$ cat src/rtl/param_updown_counter.sv
// Purpose : parametrised up/down counter with modulus, wrap/saturate, variable step,
//           parallel load, prescaled enable and registered overflow/underflow pulses.
// Latency : count/ovf/unf update one clock after the step/load edge; at_max/at_min follow count combinationally.
// Backpress: none; every input is sampled each cycle (priority reset > load > en).
//
// Ports:
//   clk       rising-edge clock
//   reset     synchronous active-high reset (clears count, prescaler, flags)
//   en        count enable, advances the prescaler
//   up_down   1 = up, 0 = down; only looked at on step cycles
//   step      step magnitude, 0..MAX_VAL
//   load      synchronous parallel load of load_val (clamped to MAX_VAL)
//   load_val  value to load
//   count     current count (registered)
//   at_max    count == MAX_VAL
//   at_min    count == 0
//   ovf       one-cycle pulse: an up step crossed MAX_VAL
//   unf       one-cycle pulse: a down step crossed 0
module param_updown_counter #(
   parameter int WIDTH    = 8,
   parameter int MAX_VAL  = 2**WIDTH-1,
   parameter int SATURATE = 0,
   parameter int PRESCALE = 1
) (
   input  logic             clk,
   input  logic             reset,
   input  logic             en,
   input  logic             up_down,
   input  logic [WIDTH-1:0] step,
   input  logic             load,
   input  logic [WIDTH-1:0] load_val,
   output logic [WIDTH-1:0] count,
   output logic             at_max,
   output logic             at_min,
   output logic             ovf,
   output logic             unf
);

   // Prescaler needs at least one bit even when PRESCALE == 1 (it then stays at 0).
   localparam int                PW      = (PRESCALE > 1) ? $clog2(PRESCALE) : 1;
   localparam logic [PW-1:0]     PS_LAST = PW'(PRESCALE - 1);
   localparam logic [PW-1:0]     PS_ONE  = PW'(1);

   // Arithmetic is carried one bit wider than the count so sums never overflow.
   localparam logic [WIDTH:0]    MAX_X   = (WIDTH+1)'(MAX_VAL);
   localparam logic [WIDTH:0]    MOD_X   = (WIDTH+1)'(MAX_VAL + 1);
   localparam logic [WIDTH-1:0]  MAX_W   = WIDTH'(MAX_VAL);

   logic [WIDTH-1:0] r_count;
   logic [PW-1:0]    r_presc;
   logic             r_ovf;
   logic             r_unf;

   logic [WIDTH:0]   w_cnt_x;
   logic [WIDTH:0]   w_step_x;
   logic [WIDTH:0]   w_sum_x;
   logic [WIDTH-1:0] w_load_clamped;
   logic             w_step_cyc;
   logic [WIDTH-1:0] w_nxt;
   logic             w_ovf_nxt;
   logic             w_unf_nxt;

   assign w_cnt_x        = {1'b0, r_count};
   assign w_step_x       = {1'b0, step};
   assign w_sum_x        = w_cnt_x + w_step_x;
   assign w_load_clamped = ({1'b0, load_val} > MAX_X) ? MAX_W : load_val;
   assign w_step_cyc     = en && (r_presc == PS_LAST);

   // Next count and flag values for a step cycle.
   always_comb begin
      w_nxt     = r_count;
      w_ovf_nxt = 1'b0;
      w_unf_nxt = 1'b0;
      if (up_down) begin
         if (w_sum_x <= MAX_X) begin
            w_nxt = WIDTH'(w_sum_x);
         end else if (SATURATE != 0) begin
            w_nxt     = MAX_W;
            // Already pinned at the top: no new crossing to report.
            w_ovf_nxt = (r_count != MAX_W);
         end else begin
            w_nxt     = WIDTH'(w_sum_x - MOD_X);
            w_ovf_nxt = 1'b1;
         end
      end else begin
         if (w_step_x <= w_cnt_x) begin
            w_nxt = WIDTH'(w_cnt_x - w_step_x);
         end else if (SATURATE != 0) begin
            w_nxt     = '0;
            w_unf_nxt = (r_count != '0);
         end else begin
            // count + modulus - step stays within WIDTH+1 bits and below the modulus.
            w_nxt     = WIDTH'(w_cnt_x + MOD_X - w_step_x);
            w_unf_nxt = 1'b1;
         end
      end
   end

   always_ff @(posedge clk) begin
      if (reset) begin
         r_count <= '0;
         r_presc <= '0;
         r_ovf   <= 1'b0;
         r_unf   <= 1'b0;
      end else if (load) begin
         r_count <= w_load_clamped;
         r_presc <= '0;
         r_ovf   <= 1'b0;
         r_unf   <= 1'b0;
      end else if (w_step_cyc) begin
         r_count <= w_nxt;
         r_presc <= '0;
         r_ovf   <= w_ovf_nxt;
         r_unf   <= w_unf_nxt;
      end else begin
         if (en) begin
            r_presc <= r_presc + PS_ONE;
         end
         // Flags are single-cycle pulses; any non-step cycle clears them.
         r_ovf <= 1'b0;
         r_unf <= 1'b0;
      end
   end

   assign count  = r_count;
   assign at_max = (r_count == MAX_W);
   assign at_min = (r_count == '0);
   assign ovf    = r_ovf;
   assign unf    = r_unf;

endmodule

$ cat config.mk
export PLATFORM = sky130hd
export DESIGN_NAME = param_updown_counter
export DESIGN_NICKNAME = d
export VERILOG_FILES = /design/src/rtl/param_updown_counter.sv
export SDC_FILE = /design/constraint.sdc
export NUM_CORES = 1
export LEC_CHECK = 0
export CAP_MARGIN = 20
export CORE_MARGIN = 2
export CORE_UTILIZATION = 44
export CTS_BUF_LIST = sky130_fd_sc_hd__clkbuf_4 sky130_fd_sc_hd__clkbuf_8
export CTS_CLUSTER_DIAMETER = 100
export DETAILED_ROUTE_END_ITERATION = 12
export HOLD_SLACK_MARGIN = 0.15
export PLACE_DENSITY = 0.84
export RECOVER_POWER = 50
export REMOVE_ABC_BUFFERS = 1
export SYNTH_ARGS = -nofsm -noshare
export SYNTH_HDL_FRONTEND = slang
export SYNTH_SLANG_ARGS = --single-unit
$ cat constraint.sdc
create_clock -name clk -period 1.85 [get_ports clk]
set_input_delay 0.185 -clock clk [delete_from_list [all_inputs] [get_ports clk]]
set_output_delay 0.185 -clock clk [all_outputs]
set_load 0.005 [all_outputs]
# Word-level counts from Yosys, hierarchy flattened
# Cells that the tools add are included.
[word_totals] register_bits=11 in_bits=21 out_inout_bits=12 wordCells=29
[op_classes] add_sub_neg=6 order_cmp=2 n_eq_ne=1 muxes=7 n_bitwise=3 n_reduce_logical=6
[ops] op="$mux 8" count=5
[ops] op="$sub 8x8->8" count=2
[ops] op="$add 8x8->9" count=1
[ops] op="$le 9x8->1 const B" count=1
[ops] op="$add 8x1->8 const B" count=1
[ops] op="$eq 8x8->1 const B" count=1
[ops] op="$le 8x8->1" count=1
[ops] op="$logic_not 8->1" count=1
[ops] op="$reduce_or 4->1" count=2
[ops] op="$sub 8x1->8 const B" count=1
[ops] op="$not 1->1" count=3
[ops] op="$reduce_or 3->1" count=1
[ops] op="$mux 1" count=2
[ops] op="$reduce_bool 2->1" count=1
[ops] op="$add 1x1->1 const B" count=1
[ops] op="$logic_and 1x1->1" count=1

# Longest topological paths before layout
# Gate-level depths: netlist of the first run.
[logic_depth] depth_word=6 mapped_depth=9 mapped_depth_nobuf=9

# Least setup slack after synthesis of the first run
# Ideal clock, no wire load.
[synth_path] path_kind="flip-flop to flip-flop" from="register r_count[4] (netlist: count[4])" to="register r_unf (netlist: unf)" arrival_time_ps=1794 required_time_ps=1747 path_slack_ps=-48 path_stages_with_launch=8 n_path_buf=1 cell_sequence="dfxtp_1 ha_1 buf_6 a21o_1 a21oi_2 a21oi_1 or3_1 a2111oi_2"
[synth_via] elab_chain_len=2
[synth_lines] element="start, declared" line_no="49" text="logic [WIDTH-1:0] r_count;"
[synth_lines] element="start signal, assigned" line_no="106" text="r_count <= w_load_clamped;"
[synth_lines] element="start signal, assigned" line_no="111" text="r_count <= w_nxt;"
[synth_lines] element="$le 8x8->1" line_no="86" text="if (w_step_x <= w_cnt_x) begin"
[synth_lines] element="$mux 1" line_no="86"
[synth_lines] element="end signal, assigned" line_no="114" text="r_unf <= w_unf_nxt;"
[synth_lines] element="end, declared" line_no="52" text="logic r_unf;"
# Every way passes these cells.
# A chain may end at the register's enable or synchronous reset.

# Worst setup path in the final report of the first run
[layout_path] from="register r_count[0] (netlist: count[0])" to="register r_count[4] (netlist: count[4])"
[layout_via] elab_chain_len=6
[layout_lines] element="$add 8x1->8 / $add 8x8->9 (equally long branches)" line_no="93, 65"
[layout_lines] element="$sub 8x8->8, or another cell as far along" line_no="93" text="w_nxt = WIDTH'(w_cnt_x + MOD_X - w_step_x);"
[layout_lines] element="$mux 8 (on tied branches)" line_no="86, 75"
[layout_lines] element="$mux 8 *" line_no="74" text="if (up_down) begin"
[layout_lines] element="$mux 8 *" line_no="110" text="end else if (w_step_cyc) begin"
[layout_lines] element="$mux 8 *" line_no="105" text="end else if (load) begin"
# Every way passes the cells marked *; elsewhere a longest branch is shown, timed or not. The select of a mux whose other input is x is not followed.

==> run_results.csv, run 1 <==
group,metric,value,unit
synth,netlist_area,0.00114,sq mm
final_layout,diodes,0,
detailed_routing,via_per_inst,5.99,
grt,grt_max_degree,18,
final_layout,layout-drive-gt1-share,39.4,%
final_layout,num-nets-final,253,
timing,hold_ws,0.483,ns
synth,postSynth.asyncResetShare,0,%
timing,setup_ws,-0.115,ns
grt,grt_overflow,0,
synth,synthDistinctLibCells,41,
timing,fmax,509,MHz
final_layout,nFillCells,152,
timing,final.min_clock_period,1.97,ns
place,dpl.hpwl,2.90,mm
detailed_routing,num_vias,1456,
setup_path,cp_max_fo,3,
setup_path,r2r_slack,-0.12,ns
clocking,clk_pin_slew,0.08,ns
setup_path,r2r_cells,8,
timing,setup_viol,6,
clocking,cts_buffers,3,
place,port_buffers,32,
worst_hold_path,hold_end,"count[3]",
grt,grt_pass1_wl,6.57,mm
worst_hold_path,hold_class,"in2reg",
run_status,violations,"negative setup slack",
synth,synth_top_flop_cell,"dfxtp_1",
place,post_dp_cell_area,0.00172,sq mm
place,placed_cells,236,
timing,slew_violations,0,
clocking,worstSkewPairLatency,0.29,ns
run_status,status,"finished with violations",
synth,syn_inst,147,
clocking,cts_root_buf,"clkbuf_4",
power,vdd_drop_max,604,uV
synth,ys_ff_latch,11,
synth,syn_avg_cell_area,7.75,sq um
clocking,cts_buffer_depth,2,
final_layout,fin_util,80.1,%
timing,hold_viol,0,
setup_path,cp.depth,8,
setup_path,rr_startpoint,"count[0]",
setup_path,cpLargestDelayFamily,"compound AO/OA/AOI/OAI gates",
setup_path,path_buf_inv,0,
setup_path,cp_common_cell,"a21oi_2",
grt,grt_usage,30.5,%
detailed_routing,firstDrtPassIters,4,
final_layout,layout_common_cells,"buf_4, clkdlybuf4s50_1, nor2_1, inv_1",
detailed_routing,drt_wl_total,4.79,mm
timing,min_period_over_period,106,%
floorplan,die_area,0.00301,sq mm
power,power_density,548,mW/mm^2
worst_hold_path,hold_depth,3,
clocking,cts_tree,"yes",
final_layout,final_common_cell,"buf_4",
final_layout,final_cell_count_no_fill,243,
setup_path,endpoint_kind,"flip-flop",
detailed_routing,drc,0,
setup_path,required,2.03,ns
setup_path,crit_arrival,2.14,ns
place,gp_congestion,1.04,
final_layout,final_area,0.00197,sq mm
setup_path,cp_slowest_cell,"dfxtp_4",
timing,fin_skew,0.00901,ns
detailed_routing,drt_iter0_drc,41,
setup_path,reg2reg_to,"count[4]",
synth,yosysSeqAreaShare,19.3,%
floorplan,initial_utilization,46.4,%
clocking,cts.sinks,11,
synth,yosys_warnings,0,
floorplan,rows,18,
final_layout,syn_to_final_growth,72.6,%
floorplan,io_pins,33,
timing,worst_pin_slew,0.397,ns
setup_path,crit_type,"reg2reg",
detailed_routing,detail-route-antenna-nets,0,
worst_hold_path,holdCritStartpoint,"load_val[3]",
timing,slew_headroom,73.4,%
flow_run,maxCapViolCount,0,
power,p_leak,0.000829,uW
floorplan,fp.dieH,54.9,microns
timing,rsz0062_at_grt,"yes",
setup_path,start_kind,"flip-flop",
timing,finalSetupTns,-0.499,ns
setup_path,slowest_delay,0.38,ns
synth,synth_enable_flop_cells,0,
detailed_routing,wire_per_inst,19.7,microns
floorplan,die_w,54.9,microns
clocking,ctsHtreeMaxLevel,1,
clocking,hold_buffers,0,
setup_path,crit_chain,"ha_2 -> fa_2 -> nand2b_1 -> a21oi_2 -> nor3_1 -> a211o_2 -> a21oi_2 -> o22ai_1",
grt,antenna_found_initial,0,
floorplan,fp.coreArea,0.00245,sq mm
grt,grt_pass1_vias,1445,
[where the power goes]
part | internal [uW] | total, uW | leakage [uW] | switching, uW
clock | 98.8 | 198 | 0.0000184 | 99.3
combinational | 314 | 604 | 0.000718 | 290
sequential | 253 | 276 | 0.0000928 | 23.0
total | 666 | 1080 | 0.000829 | 412
[what timing repair did]
action / 4_1_cts / 5_1_grt
hold endpoints to repair: 0 / 0
gates cloned: 0 / 0
pin swaps: 22 / 15
setup buffers: 2 / 1
gates resized for setup: 29 / 28
endpoints found under the setup margin: 8 / 10
[per-stage QoR]
stage | total power (uW) | setup WS, ns
after global placement | 725 | -0.425
after CTS | 962 | -0.0925
final | 1080 | -0.115
after detailed placement | 742 | -0.552
after floorplan | 489 | -0.0306
after global routing | 1110 | -0.164
[layout make-up]
| type | instances | area (sq um) | area share, % |
|---|---|---|---|
| multi-input combinational | 114 | 1020 | 51.9 |
| timing repair buffer | 69 | 587 | 29.8 |
| sequential | 11 | 233 | 11.8 |
| inverter | 15 | 58.8 | 2.99 |
| tap | 30 | 37.5 | 1.91 |
| clock buffer | 4 | 30.0 | 1.53 |
[per-layer routing]
metal,up-vias,wire [microns],GRT usage (%)
met4,0,238,15.0
li1,658,-,-
met2,79,2350,52.6
met1,690,1880,37.0
met5,-,0,0
met3,29,312,4.30
[cells in the mapped netlist (3+ instances only)]
cell | instances | share of area (%)
dfxtp_1 | 11 | 19
a21oi_1 | 14 | 6.1
o21ai_0 | 6 | 2.6
clkbuf_1 | 3 | 0.99
nand4_1 | 3 | 1.6
ha_1 | 16 | 18
a211oi_1 | 5 | 3.3
nor3_1 | 5 | 2.2
nand2_1 | 5 | 1.6
nor2b_1 | 4 | 2.2
nand2b_1 | 4 | 2.2
inv_1 | 15 | 4.9
o22ai_1 | 3 | 1.6
nor2_1 | 16 | 5.3
xnor2_1 | 4 | 3.1
[flip-flops by register name, indices dropped and copies added, names as in the netlist]
register	flops
count	8
ovf	1
r_presc	1
unf	1
[cells by family after synthesis]
group                    Yosys count  synth area share, %
flip-flops                        11                 19.3
XOR/XNOR                           4                 3.07
AND/OR/NAND/NOR                   44                 19.5
AO/OA/AOI/OAI                     47                 28.0
adder cells (fa/ha/maj)           18                 21.1
multiplexers                       1                0.878
buffers and inverters             22                 8.12
[worst register-to-register path: stages, from the launching register on]
cell      delay [ns]
dfxtp_4         0.38
ha_2            0.20
fa_2            0.22
nand2b_1        0.09
a21oi_2         0.25
nor3_1          0.10
a211o_2         0.35
a21oi_2         0.16
o22ai_1         0.11
[worst max path at each step]
stage	from	end	slack [ns]
5_1_grt	count[0]	count[4]	-0.16
3_3_place_gp	step[4]	count[7]	-0.43
2_1_floorplan	count[4]	unf	-0.03
6_report	count[0]	count[4]	-0.12
4_1_cts	count[0]	unf	-0.09
3_5_place_dp	step[2]	count[3]	-0.55
(Power assumes the default switching activity.)
==> run 2: changes to the inputs <==
CORE_UTILIZATION = 49   (was 44)
PLACE_DENSITY = 0.88   (was 0.84)
clock period = 2.15 ns   (was 1.85 ns; I/O delays follow)
==> run_results.csv, run 2 (same netlist as run 1, synthesis figures left out) <==
group,metric,value,unit
setup_path,cp.depth,10,
final_layout,diodes,0,
clocking,cts.sinks,11,
place,port_buffers,32,
clocking,cts_tree,"yes",
setup_path,start_kind,"input pin",
grt,grt_overflow,0,
final_layout,num-nets-final,231,
setup_path,required,2.31,ns
floorplan,die_w,52.2,microns
timing,final.min_clock_period,2.07,ns
grt,grt_pass1_wl,5.13,mm
detailed_routing,firstDrtPassIters,4,
power,vdd_drop_max,472,uV
worst_hold_path,hold_class,"reg2reg",
timing,hold_viol,0,
timing,slew_violations,0,
grt,grt_pass1_vias,1119,
clocking,cts_root_buf,"clkbuf_4",
final_layout,fin_util,74.0,%
floorplan,fp.dieH,52.2,microns
setup_path,endpoint_kind,"flip-flop",
clocking,cts_buffers,3,
floorplan,die_area,0.00273,sq mm
run_status,status,"completed",
final_layout,final_cell_count_no_fill,219,
detailed_routing,wire_per_inst,14.7,microns
grt,antenna_found_initial,0,
timing,fmax,483,MHz
grt,grt_max_degree,12,
detailed_routing,drt_iter0_drc,45,
final_layout,syn_to_final_growth,43.6,%
final_layout,layout_common_cells,"clkdlybuf4s50_1, nor2_1, inv_1, ha_1, buf_4",
final_layout,largest_reg_flops,8,
final_layout,nFillCells,173,
detailed_routing,drc,0,
setup_path,path_buf_inv,3,
place,post_dp_cell_area,0.00157,sq mm
setup_path,crit_type,"in2reg",
power,p_leak,0.000724,uW
setup_path,crit_arrival,2.23,ns
flow_run,maxCapViolCount,0,
detailed_routing,via_per_inst,5.68,
detailed_routing,detail-route-antenna-nets,0,
timing,setup_ws,0.0784,ns
floorplan,initial_utilization,51.5,%
timing,setup_viol,0,
place,pre_cts_ws,-0.193,ns
place,gp_congestion,0.864,
setup_path,cp_max_fo,3,
timing,slew_headroom,69.2,%
setup_path,cp_slowest_cell,"clkdlybuf4s50_1",
final_layout,final_area,0.00164,sq mm
timing,min_period_over_period,96.4,%
floorplan,fp.coreArea,0.00221,sq mm
final_layout,layout-drive-gt1-share,15.7,%
floorplan,rows,17,
clocking,postCtsSetupBuffers,0,
place,placed_cells,215,
power,power_density,467,mW/mm^2
floorplan,io_pins,33,
worst_hold_path,hold_depth,1,
clocking,hold_buffers,0,
clocking,clk_pin_slew,0.07,ns
detailed_routing,num_vias,1244,
setup_path,slowest_delay,0.48,ns
place,dpl.hpwl,2.44,mm
timing,fin_skew,0.00562,ns
final_layout,final_common_cell,"clkdlybuf4s50_1",
clocking,worstSkewPairLatency,0.28,ns
detailed_routing,drt_wl_total,3.22,mm
timing,rsz0062_at_grt,"yes",
timing,finalSetupTns,0,ns
clocking,ctsHtreeMaxLevel,1,
setup_path,crit_chain,"clkdlybuf4s50_1 -> inv_1 -> ha_1 -> buf_4 -> nand3b_1 -> a21oi_1 -> a31oi_1 -> xnor2_1 -> nor3_1 -> a2111oi_1",
clocking,cts_buffer_depth,2,
timing,worst_pin_slew,0.461,ns
setup_path,r2r_cells,6,
setup_path,cpLargestDelayFamily,"buffers and inverters",
grt,grt_usage,25.7,%
==> run 2: cell types whose count changed in the layout (fill, tap and decap cells not counted), moves of 4 or more <==
cell	change
buf_4	-22
clkdlybuf4s50_1	+4
dlygate4sd2_1	-5
ha_1	+6
ha_4	-4
inv_1	+5
inv_2	-4
==> run 2: layout make-up <==
class / count / area (sq um) / share of cell area, %
sequential: 11 / 223 / 13.6
timing repair buffer: 47 / 435 / 26.6
clock buffer: 4 / 30.0 / 1.83
tap: 28 / 35.0 / 2.14
multi-input combinational: 114 / 857 / 52.4
inverter: 15 / 56.3 / 3.44
==> run 2: path summary, 6_finish.rpt <==
path | end | slack [ns] | from
setup / recovery | count[3] | 0.08 | step[1]
hold / removal | r_presc | 0.50 | r_presc
setup reg to reg | unf | 0.12 | count[2]
hold reg to reg | r_presc | 0.50 | r_presc
==> run 2: routing by layer <==
| metal | GRT usage, % | vias to the layer above | share of wire, % |
|---|---|---|---|
| met3 | 2.86 | 4 | 5.4 |
| met4 | 8.97 | 0 | 0.90 |
| met2 | 42.2 | 42 | 48 |
| met5 | 0 | - | 0 |
| li1 | - | 619 | - |
| met1 | 34.9 | 579 | 45 |
==> run 2: where the power goes <==
group / leakage [uW] / total (uW) / switching, uW / internal [uW]
combinational: 0.000615 / 366 / 176 / 190
clock: 0.0000184 / 159 / 74.5 / 84.6
sequential: 0.0000913 / 239 / 20.2 / 219
total: 0.000724 / 763 / 270 / 493
==> run 2: per-stage QoR <==
step / total power, uW / hold WS [ns]
final: 763 / 0.496
after global routing: 813 / 0.514
after CTS: 751 / 0.501
after detailed placement: 585 / 0.491
after global placement: 581 / 0.484
after floorplan: 421 / 0.284
==> run 2: repair_timing <==
| action | in CTS | in global routing |
|---|---|---|
| pin swaps | 0 | 2 |
| setup endpoints to repair | 1 | 5 |
| gates resized for setup | 1 | 9 |
| cloned | 0 | 0 |
